### config.mk
export PLATFORM = sky130hd
export DESIGN_NAME = frame_pixel_streamer
export DESIGN_NICKNAME = d
export VERILOG_FILES = /design/src/rtl/frame_pixel_streamer.sv
export SDC_FILE = /design/constraint.sdc
export NUM_CORES = 1
export LEC_CHECK = 0
export BUFFER_PORTS_ARGS = -buffer_cell sky130_fd_sc_hd__buf_2
export CAP_MARGIN = 20
export CORE_MARGIN = 5
export CORE_UTILIZATION = 45
export CTS_CLUSTER_DIAMETER = 200
export DETAILED_ROUTE_END_ITERATION = 8
export PLACE_DENSITY = 0.66
export SLEW_MARGIN = 20
export SYNTH_ARGS = -nofsm -noshare
export SYNTH_HDL_FRONTEND = slang
export SYNTH_SLANG_ARGS = --single-unit
### constraint.sdc
create_clock -name clk -period 2.56 [get_ports clk]
set_input_delay 0.256 -clock clk [delete_from_list [all_inputs] [get_ports clk]]
set_output_delay 0.256 -clock clk [all_outputs]
set_load 0.005 [all_outputs]
### src/rtl/frame_pixel_streamer.sv
// Raster pixel source: reads one frame from a 1-cycle-latency RAM and streams it row-major with SOF/EOL markers.
// Optional build macro PIXEL_STREAMER_TPG_EN adds a tpg_sel input that selects a (x+y) test pattern instead of RAM data.
module frame_pixel_streamer #(
    parameter int unsigned IMG_WIDTH  = 320,
    parameter int unsigned IMG_HEIGHT = 240,
    parameter int unsigned W          = 8,
    parameter int unsigned FIFO_DEPTH = 4,
    localparam int unsigned N         = IMG_WIDTH * IMG_HEIGHT,
    localparam int unsigned AW        = $clog2(N)
) (
    input  logic          clk,
    input  logic          rst_n,
    input  logic          start,
`ifdef PIXEL_STREAMER_TPG_EN
    input  logic          tpg_sel,
`endif
    output logic          busy,
    output logic          done,
    output logic          mem_rd_en,
    output logic [AW-1:0] mem_addr,
    input  logic [W-1:0]  mem_rd_data,
    output logic          y_valid,
    input  logic          y_ready,
    output logic [W-1:0]  y_data,
    output logic          y_sof,
    output logic          y_eol
);

    localparam int unsigned CW = $clog2(N + 1);
    localparam int unsigned XW = $clog2(IMG_WIDTH + 1);
    localparam int unsigned YW = $clog2(IMG_HEIGHT + 1);
    localparam int unsigned FW = $clog2(FIFO_DEPTH + 1);
    localparam int unsigned PW = $clog2(FIFO_DEPTH + 3);

    typedef enum logic [1:0] {S_IDLE = 2'd0, S_STREAM = 2'd1, S_DONE = 2'd2} state_t;

    typedef struct packed {
        logic         sof;
        logic         eol;
        logic [W-1:0] pix;
    } entry_t;

    state_t         state_q;
    logic [CW-1:0]  rd_idx_q;
    logic [CW-1:0]  out_idx_q;
    logic [XW-1:0]  x_q;
    logic [YW-1:0]  y_q;
    logic           tpg_q;
    logic           issue_q;
    logic           inflight_q;
    entry_t         iss_ent_q;
    entry_t         fly_ent_q;
    entry_t         fifo_q [FIFO_DEPTH];
    logic [FW-1:0]  count_q;

    logic           tpg_in_c;
    logic           hs_c;
    logic           issue_c;
    logic [PW-1:0]  pending_c;
    logic [FW-1:0]  wr_idx_c;
    logic [FW-1:0]  count_n;
    entry_t         push_ent_c;
    entry_t         fifo_n [FIFO_DEPTH];

`ifdef PIXEL_STREAMER_TPG_EN
    assign tpg_in_c = tpg_sel;
`else
    assign tpg_in_c = 1'b0;
`endif

    // Issue gating counts every word not yet in the FIFO, so the FIFO can never overflow.
    always_comb begin
        hs_c       = y_valid && y_ready;
        pending_c  = PW'(count_q) + PW'(issue_q) + PW'(inflight_q);
        issue_c    = (state_q == S_STREAM) && (rd_idx_q < CW'(N)) && (pending_c < PW'(FIFO_DEPTH));
        push_ent_c = fly_ent_q;
        if (!tpg_q) begin
            push_ent_c.pix = mem_rd_data;
        end
        wr_idx_c = count_q - FW'(hs_c);
        count_n  = count_q + FW'(inflight_q) - FW'(hs_c);
        fifo_n   = fifo_q;
        if (hs_c) begin
            for (int unsigned i = 0; i + 1 < FIFO_DEPTH; i++) begin
                fifo_n[i] = fifo_q[i+1];
            end
        end
        if (inflight_q) begin
            for (int unsigned i = 0; i < FIFO_DEPTH; i++) begin
                if (FW'(i) == wr_idx_c) begin
                    fifo_n[i] = push_ent_c;
                end
            end
        end
    end

    // Shift FIFO keeps the head in entry 0 so the stream outputs come straight from registers.
    always_ff @(posedge clk or negedge rst_n) begin
        if (!rst_n) begin
            state_q    <= S_IDLE;
            rd_idx_q   <= '0;
            out_idx_q  <= '0;
            x_q        <= '0;
            y_q        <= '0;
            tpg_q      <= 1'b0;
            issue_q    <= 1'b0;
            inflight_q <= 1'b0;
            iss_ent_q  <= '0;
            fly_ent_q  <= '0;
            count_q    <= '0;
            for (int unsigned i = 0; i < FIFO_DEPTH; i++) begin
                fifo_q[i] <= '0;
            end
            busy       <= 1'b0;
            done       <= 1'b0;
            mem_rd_en  <= 1'b0;
            mem_addr   <= '0;
            y_valid    <= 1'b0;
            y_data     <= '0;
            y_sof      <= 1'b0;
            y_eol      <= 1'b0;
        end else begin
            issue_q    <= issue_c;
            inflight_q <= issue_q;
            fly_ent_q  <= iss_ent_q;
            mem_rd_en  <= issue_c && !tpg_q;
            fifo_q     <= fifo_n;
            count_q    <= count_n;
            y_valid    <= (count_n != '0);
            y_data     <= (count_n != '0) ? fifo_n[0].pix : '0;
            y_sof      <= (count_n != '0) && fifo_n[0].sof;
            y_eol      <= (count_n != '0) && fifo_n[0].eol;

            if (issue_c) begin
                mem_addr      <= AW'(rd_idx_q);
                iss_ent_q.sof <= (rd_idx_q == '0);
                iss_ent_q.eol <= (x_q == XW'(IMG_WIDTH - 1));
                iss_ent_q.pix <= W'(x_q) + W'(y_q);
                rd_idx_q      <= rd_idx_q + CW'(1);
                if (x_q == XW'(IMG_WIDTH - 1)) begin
                    x_q <= '0;
                    y_q <= y_q + YW'(1);
                end else begin
                    x_q <= x_q + XW'(1);
                end
            end

            case (state_q)
                S_IDLE: begin
                    if (start) begin
                        state_q   <= S_STREAM;
                        busy      <= 1'b1;
                        rd_idx_q  <= '0;
                        out_idx_q <= '0;
                        x_q       <= '0;
                        y_q       <= '0;
                        tpg_q     <= tpg_in_c;
                    end
                end
                S_STREAM: begin
                    if (hs_c) begin
                        out_idx_q <= out_idx_q + CW'(1);
                        if (out_idx_q == CW'(N - 1)) begin
                            state_q <= S_DONE;
                            done    <= 1'b1;
                        end
                    end
                end
                S_DONE: begin
                    state_q <= S_IDLE;
                    done    <= 1'b0;
                    busy    <= 1'b0;
                end
                default: begin
                    state_q <= S_IDLE;
                    done    <= 1'b0;
                    busy    <= 1'b0;
                end
            endcase
        end
    end

endmodule

==> metrics, run 1 <==
Netlist cell types 46; CTS Buf Count 17; Core ar. 12,500 sq um; power consumption 8.18 mW; Max Slew Vio Count 0; vias in the first global route 4,120; M3 GR Usage 5.52%; # DRC 0; clk sinks 124; main combinational cell family by area after synthesis simple AND/OR/NAND/NOR gates; row cnt 41; crit path max fanout 21; Final period util 92.9%; Post-synth ARST share 100%; unrepaired setup endpoints after global routing false; Post-Route Skew 13.7 ps; final instance area 6760 sq um; met1 Track Usage GR 21.3%; via/cell ratio 5.22; final setup fails 0; synthesis-to-finish area growth 19.6%; DP HPWL 7960 um; total track usage 17.3%; DR vias 4,094; clk slew on worst S/H paths 50 ps; TritonCTS clock tree built; Syn Nets 572; CTS H-tree lvls 4; final hold vios 0; Setup CP Type reg -> reg; min cycle time layout 2380 ps; simple-gate share of the synthesized area 20.1%; Synth Area in Compound Gates 6.84%; gr ovfl total 0; largest net degree at the start of global routing 47; critical path capture point type flop; Hold WS 108 ps; clk buf depth 2; Routed WL 11,800 um; EDFF count, synth 0; Setup crit start kind flop; Die W 122 um; nets 621; Max-slew headroom 53.9%; Slew @ Worst Pin 692 ps; Seq/Total Area, Yosys 54.9%; status complete, no violations; post-route ant nets 0; Syn Inst Count 550; FMAX 0.420 GHz; grt met2 use 28.7%; Synth Warn # 0; initial antenna violation count 0; initial core utilization 45.3%; routability cong. 0.877; CTS root buf clkbuf_16; most used routing layer met2; mux cell area share after synthesis 7.48%; Post-Synth XOR/XNOR Area 5.27%; DRT iter0 DRCs 312; P_leak 3.20 nW; Post-CTS Setup Inserts 0; Synth Area in Adders 2.35%; die area 14,900 sq um; Max Cap Viol 0; Worst VDD drop 0.601 mV; #FFs+latches synth 124; layout cells sized above 1 17.8%; Placed Instance Area 6090 sq um; Hold Path Class in -> reg; n_diodes 0; Pwr per Cell Area 1210 nW/um^2; Avg Cell Area, Syn 10.3 sq um; first-pass GRT wire length 20,000 um; Data arrival, critical path 2650 ps; final core utilization 54.2%; mapped cell area 5650 sq um; Clock Latency Late Sink 420 ps; WL/cell 15.0 um; # IOs 43; port bufs 42; top_reg_cell synth dfrtp_1; Die H 122 um; Critical Path RT 2830 ps; setup TNS 0 ps; DR pass1 iterations 4
cell usage in the layout (no fill, tap or decap), types with 2 or more instances in the layout:
master | Yosys | routed
o31ai_1 | 2 | 2
and2_1 | 12 | 12
nor4_1 | 10 | 10
nand2_1 | 84 | 83
clkbuf_8 | 0 | 4
clkbuf_1 | 15 | 5
xor2_1 | 13 | 13
nor3_1 | 15 | 15
clkbuf_16 | 0 | 17
nand3_1 | 15 | 15
dfrtp_1 | 124 | 124
nand2b_1 | 5 | 5
bufinv_16 | 0 | 5
and4_1 | 2 | 2
xnor2_1 | 21 | 21
nor2b_1 | 2 | 2
buf_2 | 9 | 41
inv_2 | 0 | 2
nor2_1 | 60 | 60
and3_1 | 5 | 5
nand4_1 | 17 | 17
mux2_2 | 10 | 10
a21oi_1 | 29 | 29
a31oi_1 | 2 | 2
mux2i_1 | 31 | 31
a21o_1 | 4 | 4
ha_1 | 9 | 8
inv_1 | 14 | 12
o21ai_0 | 17 | 17
buf_4 | 0 | 14
a31o_2 | 3 | 3
flip-flops by register name, summed over array words and instances (netlist names):
register / count
count_q: 3
iss_ent_q: 2
y_sof: 1
busy: 1
inflight_q: 1
done: 1
y_eol: 1
state_q: 2
mem_addr: 17
out_idx_q: 17
fly_ent_q: 2
issue_q: 1
rd_idx_q: 17
y_data: 8
x_q: 9
y_valid: 1
fifo_q: 40
repair_timing:
action                                  in CTS  in global routing
hold endpoints to repair                    29                  0
resized for setup                            0                  1
endpoints found under the setup margin       0                  3
hold buffers                                 1                  0
cells in the mapped netlist (all sizes together) (2+ instances only):
cell    number  area share [%]
a21o         4            0.53
xnor2       21             3.3
o31ai        2            0.27
and4         2            0.31
ha           9             2.0
nand2       84             5.6
a31o         3            0.46
nand2b       5            0.55
nand3       15             1.3
a31oi        2            0.22
nor2b        3            0.46
and3         5            0.55
o21ai       18             1.6
nand4       17             1.9
nor3        15             1.3
mux2i       31             5.5
a21oi       30             2.7
clkbuf      16             1.1
nor4        12             1.7
mux2        10             2.0
xor2        13             2.0
inv         14            0.93
and2        12             1.3
buf         11             1.1
nor2        60             4.0
dfrtp      124              55
cell type report:
type	instances	area (sq um)
flip-flops and latches	124	3100
clock inverters	6	155
inverters	14	52.6
multi-input cells	385	2390
repair buffers	57	340
fillers	1092	5710
well taps	172	215
clock buffers	26	499
stage by stage:
step / std cells / worst slack, ps
floorplan: 550 / 33.2
global placement: 751 / 207
detailed placement: 751 / 140
CTS: 784 / 132
global route: 784 / 13.6
finish: 784 / 181
critical path, cell delays in order (launching register included):
cell and delay (ps):
dfrtp_1 430, ha_1 340, a21oi_1 200, o2bb2ai_2 170, or2_4 380, nor4_2 550
o31ai_1 170
routing by layer:
metal	vias up	routed length, um
li1	1968	-
met1	2032	5260
met2	82	5900
met3	12	490
met4	0	129
met5	-	0
worst paths after layout:
check	to	startpoint	slack, ps	cells after the start
worst max-delay path	x_q[5]	inflight_q	180	6
worst min-delay path	fifo_q[24]	mem_rd_data[4]	110	3
worst max register to register	x_q[5]	inflight_q	180	6
worst min register to register	fly_ent_q[8]	iss_ent_q[8]	380	0
max in group asynchronous	out_idx_q[9]	rst_n	1500	3
min in group asynchronous	fifo_q[12]	rst_n	340	2
cell families (layout without fill, tap and decap cells):
family          Yosys count  in the layout
compound gates           63             63
xor+xnor                 34             34
fa+ha+maj                10             10
buf+inv                  41            103
flops                   124            124
mux                      41             41
simple gates            237            237
power breakdown:
group	total (mW)	internal [mW]	switching (mW)
Sequential	3.11	2.66	0.452
Combinational	2.43	1.06	1.37
Clock	2.63	1.83	0.803
(Power assumes the default switching activity.)
==> run 2, diff against run 1 <==
==> constraint.sdc (replaced) <==
create_clock -name clk -period 2.56 [get_ports clk]
set_input_delay 0.128 -clock clk [delete_from_list [all_inputs] [get_ports clk]]
set_output_delay 0.128 -clock clk [all_outputs]
set_load 0.005 [all_outputs]
==> metrics, run 2 (synthesized netlist as in run 1, its figures left out) <==
status complete, no violations; Hold WS 107 ps; Max Cap Viol 0; port bufs 42; vias in the first global route 4,233; Slew @ Worst Pin 688 ps; WL/cell 14.8 um; commonest non-fill, non-tap cell in the layout dfrtp_1; Filler cells 1,095; post-route ant nets 0; critical path capture point type flop; # IOs 43; # DRC 0; largest net degree at the start of global routing 56; gr ovfl total 0; CTS H-tree lvls 4; Setup crit start kind flop; Die H 122 um; Worst R2R Start inflight_q; Max-slew headroom 54.1%; R2R Path End x_q[5]; Data arrival, critical path 2690 ps; initial core utilization 45.3%; CTS Buf Count 17; unrepaired setup endpoints after global routing false; non-filler cells, final 793; via/cell ratio 5.20; Seq. cell area 3100 sq um; Routed WL 11,700 um; first-pass GRT wire length 20,300 um; P_leak 3.21 nW; Placed Instance Area 6090 sq um; CTS root buf clkbuf_16; clk buf depth 2; final hold vios 0; nets 630; Post-CTS Setup Inserts 0; setup TNS 0 ps; commonest non-fill, non-tap cells in the layout 124 x dfrtp_1, 83 x nand2_1, 60 x nor2_1; Setup CP Type reg -> reg; Die W 122 um; synthesis-to-finish area growth 20.1%; Core ar. 12,500 sq um; TritonCTS clock tree built; clk sinks 124; layout cells sized above 1 18.7%; Hold Path End state_q[1]; initial antenna violation count 0; Max Slew Vio Count 0; DR vias 4,122; hold path depth 3; DRT iter0 DRCs 267; DP HPWL 8050 um; n_diodes 0; min cycle time layout 2360 ps; final setup fails 0; total track usage 17.4%; DR pass1 iterations 4; DP Cell Count 752; Critical Path RT 2890 ps; row cnt 41; Hold Path Class in -> reg; final instance area 6790 sq um; die area 14,900 sq um; crit path max fanout 21; Worst VDD drop 0.457 mV; Pwr per Cell Area 1170 nW/um^2; Largest Register fifo_q; FF-to-FF path depth 7; Worst R2R Setup Slack 200 ps; routability cong. 0.832; clk slew on worst S/H paths 60 ps; min-delay src y_ready; Clock Latency Late Sink 420 ps; Post-Route Skew 11.3 ps; max FFs per register 40; multi-input combinational cell area 2410 sq um; FMAX 0.424 GHz; Final period util 92.2%
==> run 2: changes by cell type in the layout (fill, tap and decap cells not counted) <==
cell,change
bufinv_16,-3
buf_4,+2
clkinv_4,+1
nor3_1,-1
nor4_2,-1
nor4_4,+1
clkinvlp_4,+3
nor3_2,+1
clkinv_2,+4
buf_12,-1
clkbuf_1,-5
dlygate4sd3_1,+8
==> run 2: how the worst max path moves through the flow <==
stage                     from         to  slack (ps)
finish              inflight_q     x_q[5]         200
global route        inflight_q     x_q[5]          30
CTS                    y_valid  y_data[6]         150
detailed placement     y_valid  y_data[6]         160
global placement       y_valid  y_data[6]         220
floorplan              y_valid  y_data[0]          30
==> run 2: what timing repair did <==
action	4_1_cts	5_1_grt
hold buffers	9	0
resized for setup	0	3
hold endpoints to repair	70	0
endpoints found under the setup margin	0	12
==> run 2: worst max-delay path, cell delays in order, from the launching register on <==
cell and delay (ps):
dfrtp_1 430, ha_1 320, a21oi_1 80, o2bb2ai_2 410
or2_4 370, inv_1 230, and3_1 210, o31ai_1 200
==> run 2: final cells by class <==
cell class                      count  area share (%)
Multi-Input combinational cell    385            35.5
Timing Repair Buffer               66            6.12
Inverter                           14           0.774
Clock inverter                     11            1.71
Tap cell                          172            3.17
Clock buffer                       21            7.08
Sequential cell                   124            45.7
==> run 2: layer usage <==
metal	vias up	share of wire [%]	GRT usage, %	wire length (um)
li1	1989	-	-	-
met1	2035	45	21.9	5310
met2	82	50	28.0	5820
met3	16	3.8	5.71	450
met4	0	1.4	6.51	164
met5	-	0	0	0
==> run 2: power breakdown <==
group	switching, mW	internal, mW
sequential	0.450	2.66
combinational	1.40	1.08
clock	0.841	1.52
total	2.70	5.27
==> run 2: per-stage QoR <==
stage	utilization, %	power, mW	setup WS [ps]
floorplan	-	4.81	33.2
global placement	48.9	5.47	216
detailed placement	48.9	5.59	156
CTS	54.4	8.01	152
global route	54.5	8.56	28.9
finish	54.5	7.96	201
